$ cat src/rtl/mips_pkg.sv
// Shared definitions for the 16-bit MIPS datapath: widths, opcodes, fetch FSM.
package mips_pkg;

  localparam int INSTR_W = 16;

  // Decoded opcode set; the control decoder uses the same constants.
  localparam logic [3:0] OP_AND = 4'd0;
  localparam logic [3:0] OP_OR  = 4'd1;
  localparam logic [3:0] OP_ADD = 4'd2;
  localparam logic [3:0] OP_SUB = 4'd6;
  localparam logic [3:0] OP_SLT = 4'd7;
  localparam logic [3:0] OP_LW  = 4'd8;
  localparam logic [3:0] OP_SW  = 4'd10;
  localparam logic [3:0] OP_BNE = 4'd14;

  // Bubble encoding: decodes as AND, so consumers must qualify with valid.
  localparam logic [15:0] NOP_INSTR = 16'h0000;

  typedef enum logic [1:0] {
    BOOT = 2'd0,
    RUN  = 2'd1,
    HALT = 2'd2
  } if_state_e;

endpackage

$ cat src/rtl/opcode_legal_chk.sv
// Flags whether a 4-bit opcode belongs to the decoded instruction set.
module opcode_legal_chk (
  input  logic [3:0] op,
  output logic       legal
);
  import mips_pkg::*;

  // Membership test against the shared opcode constants.
  always_comb begin
    legal = 1'b0;
    case (op)
      OP_AND, OP_OR, OP_ADD, OP_SUB,
      OP_SLT, OP_LW, OP_SW, OP_BNE: legal = 1'b1;
      default:                      legal = 1'b0;
    endcase
  end

endmodule

$ cat src/rtl/if_stage.sv
// Instruction-fetch stage: PC, IF/ID register, BOOT/RUN/HALT control.
module if_stage #(
  parameter int                 INSTR_W  = 16,
  parameter logic [INSTR_W-1:0] RESET_PC = '0,
  parameter int                 CNT_W    = 16
) (
  input  logic               clk,
  input  logic               rst_n,
  input  logic               stall,
  input  logic               branch_taken,
  input  logic [INSTR_W-1:0] branch_target,
  output logic [INSTR_W-1:0] imem_addr,
  input  logic [INSTR_W-1:0] imem_rdata,
  output logic [INSTR_W-1:0] if_id_instr,
  output logic [INSTR_W-1:0] if_id_pc1,
  output logic               if_id_valid,
  output logic [3:0]         opcode,
  output logic               halted,
  output logic [CNT_W-1:0]   fetch_cnt
);
  import mips_pkg::*;

  localparam logic [INSTR_W-1:0] BUBBLE = INSTR_W'(NOP_INSTR);

  if_state_e          state_q, state_d;
  logic [INSTR_W-1:0] pc_q, pc_d;
  logic [INSTR_W-1:0] instr_q, instr_d;
  logic [INSTR_W-1:0] pc1_q, pc1_d;
  logic               valid_q, valid_d;
  logic [CNT_W-1:0]   cnt_q, cnt_d;

  logic [INSTR_W-1:0] pc_inc;
  logic               op_legal;
  logic               illegal_hit;

  assign pc_inc      = pc_q + INSTR_W'(1);
  assign opcode      = instr_q[INSTR_W-1 -: 4];
  assign illegal_hit = valid_q && !op_legal;

  opcode_legal_chk u_legal (
    .op    (opcode),
    .legal (op_legal)
  );

  // Next-state, PC and IF/ID update; everything holds unless a case below moves it.
  always_comb begin
    state_d = state_q;
    pc_d    = pc_q;
    instr_d = instr_q;
    pc1_d   = pc1_q;
    valid_d = valid_q;
    cnt_d   = cnt_q;
    case (state_q)
      BOOT: begin
        // One address-setup cycle; IF/ID is already a bubble from reset.
        state_d = RUN;
      end
      RUN: begin
        if (branch_taken) begin
          // Redirect wins over stall and also squashes an illegal op in IF/ID.
          pc_d    = branch_target;
          instr_d = BUBBLE;
          pc1_d   = '0;
          valid_d = 1'b0;
        end else if (illegal_hit) begin
          // Halt even under stall; PC freezes at its current value.
          state_d = HALT;
          instr_d = BUBBLE;
          pc1_d   = '0;
          valid_d = 1'b0;
        end else if (!stall) begin
          pc_d    = pc_inc;
          instr_d = imem_rdata;
          pc1_d   = pc_inc;
          valid_d = 1'b1;
          if (cnt_q != '1) cnt_d = cnt_q + CNT_W'(1);
        end
      end
      HALT: begin
        // Sticky until reset; keep IF/ID a bubble.
        instr_d = BUBBLE;
        pc1_d   = '0;
        valid_d = 1'b0;
      end
      default: begin
        state_d = HALT;
        instr_d = BUBBLE;
        pc1_d   = '0;
        valid_d = 1'b0;
      end
    endcase
  end

  // State registers with asynchronous reset.
  always_ff @(posedge clk or negedge rst_n) begin
    if (!rst_n) begin
      state_q <= BOOT;
      pc_q    <= RESET_PC;
      instr_q <= BUBBLE;
      pc1_q   <= '0;
      valid_q <= 1'b0;
      cnt_q   <= '0;
    end else begin
      state_q <= state_d;
      pc_q    <= pc_d;
      instr_q <= instr_d;
      pc1_q   <= pc1_d;
      valid_q <= valid_d;
      cnt_q   <= cnt_d;
    end
  end

  assign imem_addr   = pc_q;
  assign if_id_instr = instr_q;
  assign if_id_pc1   = pc1_q;
  assign if_id_valid = valid_q;
  assign halted      = (state_q == HALT);
  assign fetch_cnt   = cnt_q;

endmodule

$ cat config.mk
export PLATFORM = sky130hd
export DESIGN_NAME = if_stage
export DESIGN_NICKNAME = d
export VERILOG_FILES = /design/src/rtl/mips_pkg.sv /design/src/rtl/opcode_legal_chk.sv /design/src/rtl/if_stage.sv
export SDC_FILE = /design/constraint.sdc
export NUM_CORES = 1
export LEC_CHECK = 0
export BUFFER_PORTS_ARGS = -buffer_cell sky130_fd_sc_hd__buf_2
export CORE_UTILIZATION = 51
export DETAILED_ROUTE_END_ITERATION = 8
export HOLD_SLACK_MARGIN = 0.1
export PLACE_DENSITY = 0.8
export SYNTH_ARGS = -nofsm -noshare
export SYNTH_HDL_FRONTEND = slang
export SYNTH_SLANG_ARGS = --single-unit
export TNS_END_PERCENT = 30
$ cat constraint.sdc
create_clock -name clk -period 2.4 [get_ports clk]
set_clock_uncertainty 0.15 [all_clocks]
set_input_delay 0 -clock clk [delete_from_list [all_inputs] [get_ports clk]]
set_output_delay 0 -clock clk [all_outputs]
set_load 0.02 [all_outputs]
# Word level (Yosys, flattened, before mapping)
# Memory sizes are Yosys's and may differ from the RTL's.
# Index checks and enable logic that the tools add are counted.
dict set report classes {
  add_sub_neg 2
  n_eq_ne 8
  muxes 17
  bitwise 5
  reduce_logical 7
}
# operator count
set op_table {}
lappend op_table {{two-way mux 16 bit} 8}
lappend op_table {{case mux 16 bit (2 select lines)} 2}
lappend op_table {{adder 16 x 1 -> 16 bit (second input constant)} 2}
lappend op_table {{!= test 16 bit (second input constant)} 1}
lappend op_table {{!= test 2 bit (second input constant)} 3}
lappend op_table {{case mux 2 bit (3 select lines)} 1}
lappend op_table {{AND reduction 3 bit} 2}
lappend op_table {{NOT 1 bit} 5}
lappend op_table {{AND reduction 5 bit} 1}
lappend op_table {{two-way mux 2 bit} 2}
lappend op_table {{!= test 4 bit (second input constant)} 1}
lappend op_table {{two-way mux 1 bit} 3}
lappend op_table {{== test 2 x 1 -> 1 bit (second input constant)} 1}
lappend op_table {{== test 2 bit (second input constant)} 1}
lappend op_table {{zero test 2 bit} 1}
lappend op_table {{!= test 2 x 1 -> 1 bit (second input constant)} 1}
lappend op_table {{case mux 1 bit (2 select lines)} 1}
lappend op_table {{AND reduction 2 bit} 1}
lappend op_table {{logical AND 1 bit} 1}
lappend op_table {{zero test 1 bit} 1}
dict set report totals {
  reg_bits 67
  rom_bits 16
  input_bits 36
  output_inout_bits 70
  word_cells 46
  n_memories 1
}
# memory words word_bits read_ports rd_clocked_by_memory_dff wr line_no
set memory_table {}
lappend memory_table {{(name not given)} 16 1 1 0 0 opcode_legal_chk.sv:11} ;# case (op)

# Logic depth before layout (Yosys ltp)
# An unclocked memory read counts as a cell.
dict set report depth {
  depth_word 6
  ltp_mapped 7
  ltp_nobuf 6
}

# Cells and area by module
# From an unflattened synthesis, not the netlist that was laid out.
dict set report hier_totals {
  hier_cells 312
  area_unflattened_um2 3224.3
}
# module n_inst cells_each area_per_inst_um2 seq_area_each_um2
set modules_own_cells {}
lappend modules_own_cells {if_stage 1 309 3196.8 1676.6}
lappend modules_own_cells {opcode_legal_chk 1 3 27.5 0.0}

# Least setup slack after synthesis
# No wires, ideal clock.
dict set report synth_timing {
  path_type {reg-to-reg}
  startpoint {register pc_q[0] (netlist: imem_addr[0])}
  endpoint {register pc_q[12] (netlist: imem_addr[12])}
  setup_ps 131
  arrival_time_ps 1953
  t_required_ps 2119
  setup_slack_ps 166
  stages_incl_launch_ff 8
  path_buffers 1
  period_less_slack_ps 2234
  path_cell_list {dfrtp_1 > ha_1 > and3_1 > and2_1 > buf_2 > nand2_1 > o311a_1 > or3_1}
}
dict set report synth_between {
  elab_chain_cells 4
}
# element line_no
set synth_lines {}
lappend synth_lines {{from (decl)} if_stage.sv:26} ;# logic [INSTR_W-1:0] pc_q, pc_d;
lappend synth_lines {{from (signal assigned)} if_stage.sv:105} ;# pc_q <= pc_d;
lappend synth_lines {{adder 16 x 1 -> 16 bit} if_stage.sv:36} ;# assign pc_inc = pc_q + INSTR_W'(1);
lappend synth_lines {{two-way mux 16 bit} if_stage.sv:71} ;# end else if (!stall) begin
lappend synth_lines {{two-way mux 16 bit} if_stage.sv:65} ;# end else if (illegal_hit) begin
lappend synth_lines {{two-way mux 16 bit} if_stage.sv:59} ;# if (branch_taken) begin
# Every way passes these cells. The select of a mux whose other input is x is not followed.
# A chain may end at the register's enable or synchronous reset.

# Worst setup path in the final report
dict set report layout_timing {
  startpoint {register instr_q[12] (netlist: if_id_instr[12])}
  endpoint {register pc_q[6] (netlist: imem_addr[6])}
}
dict set report layout_between {
  elab_chain_cells 5
}
# element line_no
set layout_lines {}
lappend layout_lines {{from (decl)} if_stage.sv:27} ;# logic [INSTR_W-1:0] instr_q, instr_d;
lappend layout_lines {{from (signal assigned)} if_stage.sv:106} ;# instr_q <= instr_d;
lappend layout_lines {{memory read (16 x 1 bit)} -}
lappend layout_lines {{zero test 1 bit} if_stage.sv:38} ;# assign illegal_hit = valid_q && !op_legal;
lappend layout_lines {{logical AND 1 bit} if_stage.sv:38}
lappend layout_lines {{!= test 2 bit (no source line)} -}
lappend layout_lines {{AND reduction 3 bit (no source line)} -}
# Every way passes these cells.

==> flow_metrics.py <==
metrics = {
    "synthesis": {
        "yosys_most_used_dff": "dfrtp_1",
        "synth-xor-area-share_pct": 7.57,
        "synth-compound-area-share_pct": 15.6,
        "synth_top_family_by_area": "simple AND/OR/NAND/NOR gates",
        "ys_seq_area_share_pct": 50.0,
        "netlist_top_cells_area": "dfrtp_1, a22o_1, xnor2_1",
        "synth_seq_cells": 67,
        "synth_area_leader_cell": "dfrtp_1",
        "async_reset_ff_share_pct": 100,
        "synth_cells": 331,
        "synth_edf_count": 0,
        "synth-simple-area-share_pct": 20.8,
        "yosysTopAreaCellShare_pct": 50.0,
        "synth_fa_ha_area_share_pct": 0.746,
        "synth_mux_area_share_pct": 1.27,
        "yosysUniqueCellTypes": 46,
        "mappedNetlistArea_sq_um": 3360,
        "syn_nets": 369,
        "yosysWarnings": 0,
        "avgSynthCellArea_sq_um": 10.1,
    },
    "finish": {
        "fill_cells": 470,
        "area_growth_pct": 35.6,
        "multi_input_area_sq_um": 1560,
        "postLayoutCoreUtil_pct": 71.7,
        "finalInstanceArea_sq_um": 4550,
        "seqCellArea_sq_um": 1680,
        "n_antenna_cell": 0,
        "nets": 511,
        "drive_gt1_share_pct": 30.3,
    },
    "sta": {
        "final_hold_viol_count": 0,
        "relSlewSlack_pct": 48.2,
        "setup_ws_ns": 0.228,
        "fin_tns_setup_ns": 0,
        "finalSetupViolCount": 0,
        "fmax_mhz": 461,
        "rsz0062_at_grt": "no",
        "worstMarginPinSlew_ns": 0.776,
        "drv_slew": 0,
        "fin_crit_sh_pct": 90.5,
        "fin_hold_ws_ns": 0.115,
        "layout_min_cycle_time_ns": 2.17,
    },
    "power": {
        "powerDensity_nw_per_um2": 1110,
        "p_leak_nw": 2.19,
        "peakVddDrop_uv": 729,
    },
    "status": {
        "status": "completed",
    },
    "placed_design": {
        "pre_cts_slack_ns": 0.0768,
        "placed_area_sq_um": 3990,
        "place_congestion": 0.879,
        "portBuffers": 105,
        "dp_hpwl_mm": 5.92,
    },
    "grt": {
        "overflow": 0,
        "grt_usage_pct": 27.0,
        "antenna_found_initial": 0,
        "globalRouteMet1Util_pct": 37.9,
        "grtUsageMet2_pct": 41.3,
        "grt_pass1_vias": 3069,
        "grt_use_met3_pct": 4.27,
        "grt_pass1_wl_mm": 14.9,
        "busiest_layer": "met2",
        "grt_max_degree": 35,
    },
    "critical_path": {
        "cp-start-kind": "flip-flop",
        "crit_arrival_ns": 2.25,
        "required_ns": 2.48,
        "worst-setup-path-type": "reg2reg",
        "critPathCaptureType": "flip-flop",
        "crit_fanout": 14,
        "reg2reg_slack_ns": 0.23,
    },
    "route": {
        "viasPerCell": 5.73,
        "ant_nets": 0,
        "avgRoutedWirePerCell_microns": 16.3,
        "routed_wl_mm": 9.06,
        "dr.pass1.iters": 5,
        "drtIter0Drc": 200,
        "vias": 3182,
        "drcViolationCount": 0,
    },
    "floorplan": {
        "dieArea_sq_um": 6910,
        "fp-row-count": 29,
        "coreArea_sq_um": 6350,
        "initial_utilization_pct": 52.8,
        "io_pins": 106,
        "die_y_microns": 83.1,
        "fp.dieW_microns": 83.1,
    },
    "clocking": {
        "root_buffer": "clkbuf_8",
        "clk_pin_slew_ns": 0.08,
        "htree_num_levels": 3,
        "post_cts_buffers": 0,
        "clk_latency_ns": 0.34,
        "clk_path_buf_depth": 2,
        "cts_tree": "yes",
        "clock_sinks": 67,
        "cts_buffers": 9,
    },
    "min_path": {
        "min_path_type": "in2async",
    },
    "flow_run": {
        "drv_cap": 0,
    },
}
[worst paths after layout]
path,end,startpoint,cells past startpoint
worst max-delay path,imem_addr[6]$_DFFE_PN0P_,if_id_instr[12]$_DFFE_PN0P_,6
worst min-delay path,if_id_instr[10]$_DFFE_PN0P_,rst_n,2
worst max register to register,imem_addr[6]$_DFFE_PN0P_,if_id_instr[12]$_DFFE_PN0P_,6
worst min register to register,if_id_pc1[9]$_DFFE_PN0P_,if_id_pc1[9]$_DFFE_PN0P_,2
max in group asynchronous,if_id_pc1[3]$_DFFE_PN0P_,rst_n,3
min in group clk,if_id_instr[11]$_DFFE_PN0P_,imem_rdata[11],3
[through the flow]
step           total power, mW  cells
4_1_cts                   5.04    555
2_1_floorplan             3.29    331
6_report                  5.05    555
3_3_place_gp              4.04    503
3_5_place_dp              4.10    503
5_1_grt                   5.36    555
[state kept, by name, summed over array words and instances, names as in the netlist]
register     flops
fetch_cnt       16
state_q          2
if_id_pc1       16
if_id_valid      1
imem_addr       16
if_id_instr     16
[final cells by class]
| type | instances | share of cell area (%) |
|---|---|---|
| Tap cell | 77 | 2.12 |
| Clock inverter | 6 | 1.04 |
| Timing Repair Buffer | 155 | 22.3 |
| Clock buffer | 10 | 3.02 |
| Inverter | 4 | 0.330 |
| Multi-Input combinational cell | 236 | 34.3 |
| Sequential cell | 67 | 36.8 |
[worst max-delay path: stages, from the launching register on]
cell and delay, ns:
dfrtp_1 0.41, and3b_1 0.21, o31a_2 0.50, nor3_1 0.32, buf_4 0.19, nand4_1 0.10
and3_1 0.18
[cell usage in the layout (no fill, tap or decap), types with 9 or more instances in the layout]
cell type,Yosys,routed
o21ai_0,18,18
dfrtp_1,67,67
clkbuf_8,0,10
a22o_1,17,17
nor3_1,12,12
xnor2_1,17,17
buf_4,4,12
o22ai_1,12,12
nand4_1,9,9
nand2_1,36,36
nand3_1,15,15
dlygate4sd3_1,0,36
xor2_1,12,12
buf_2,7,105
and3_1,13,13
[what timing repair did]
item | CTS | global route
endpoints found under the setup margin | 0 | 7
hold endpoints to repair | 67 | 0
hold buffers | 36 | 0
resized for setup | 0 | 3
[cells in the mapped netlist (6+ instances only)]
| master | number |
|---|---|
| nand3_1 | 15 |
| nor2_1 | 9 |
| xor2_1 | 12 |
| o21ai_0 | 18 |
| clkbuf_1 | 12 |
| nand4_1 | 9 |
| nor3_1 | 12 |
| buf_2 | 7 |
| and3_1 | 13 |
| a211oi_1 | 6 |
| dfrtp_1 | 67 |
| and2_1 | 6 |
| o22ai_1 | 12 |
| xnor2_1 | 17 |
| nand2_1 | 36 |
| a22o_1 | 17 |
| and4_1 | 8 |
[kinds of logic after synthesis]
group	count (synthesis)
fa+ha+maj	2
buf+inv	28
flops	67
compound gates	74
xor+xnor	29
simple gates	127
mux	4
[metal layers]
layer	share of wire, %	wire length (microns)
met1	44	3970
met2	48	4370
met3	5.6	504
met4	2.4	220
met5	0	0
[where the power goes]
| group | switching (mW) | leakage, nW | internal (mW) |
|---|---|---|---|
| Combinational | 1.36 | 1.24 | 0.924 |
| Clock | 0.471 | 0.0815 | 0.410 |
| Sequential | 0.413 | 0.869 | 1.47 |
Power figures use the tool's default switching activity.
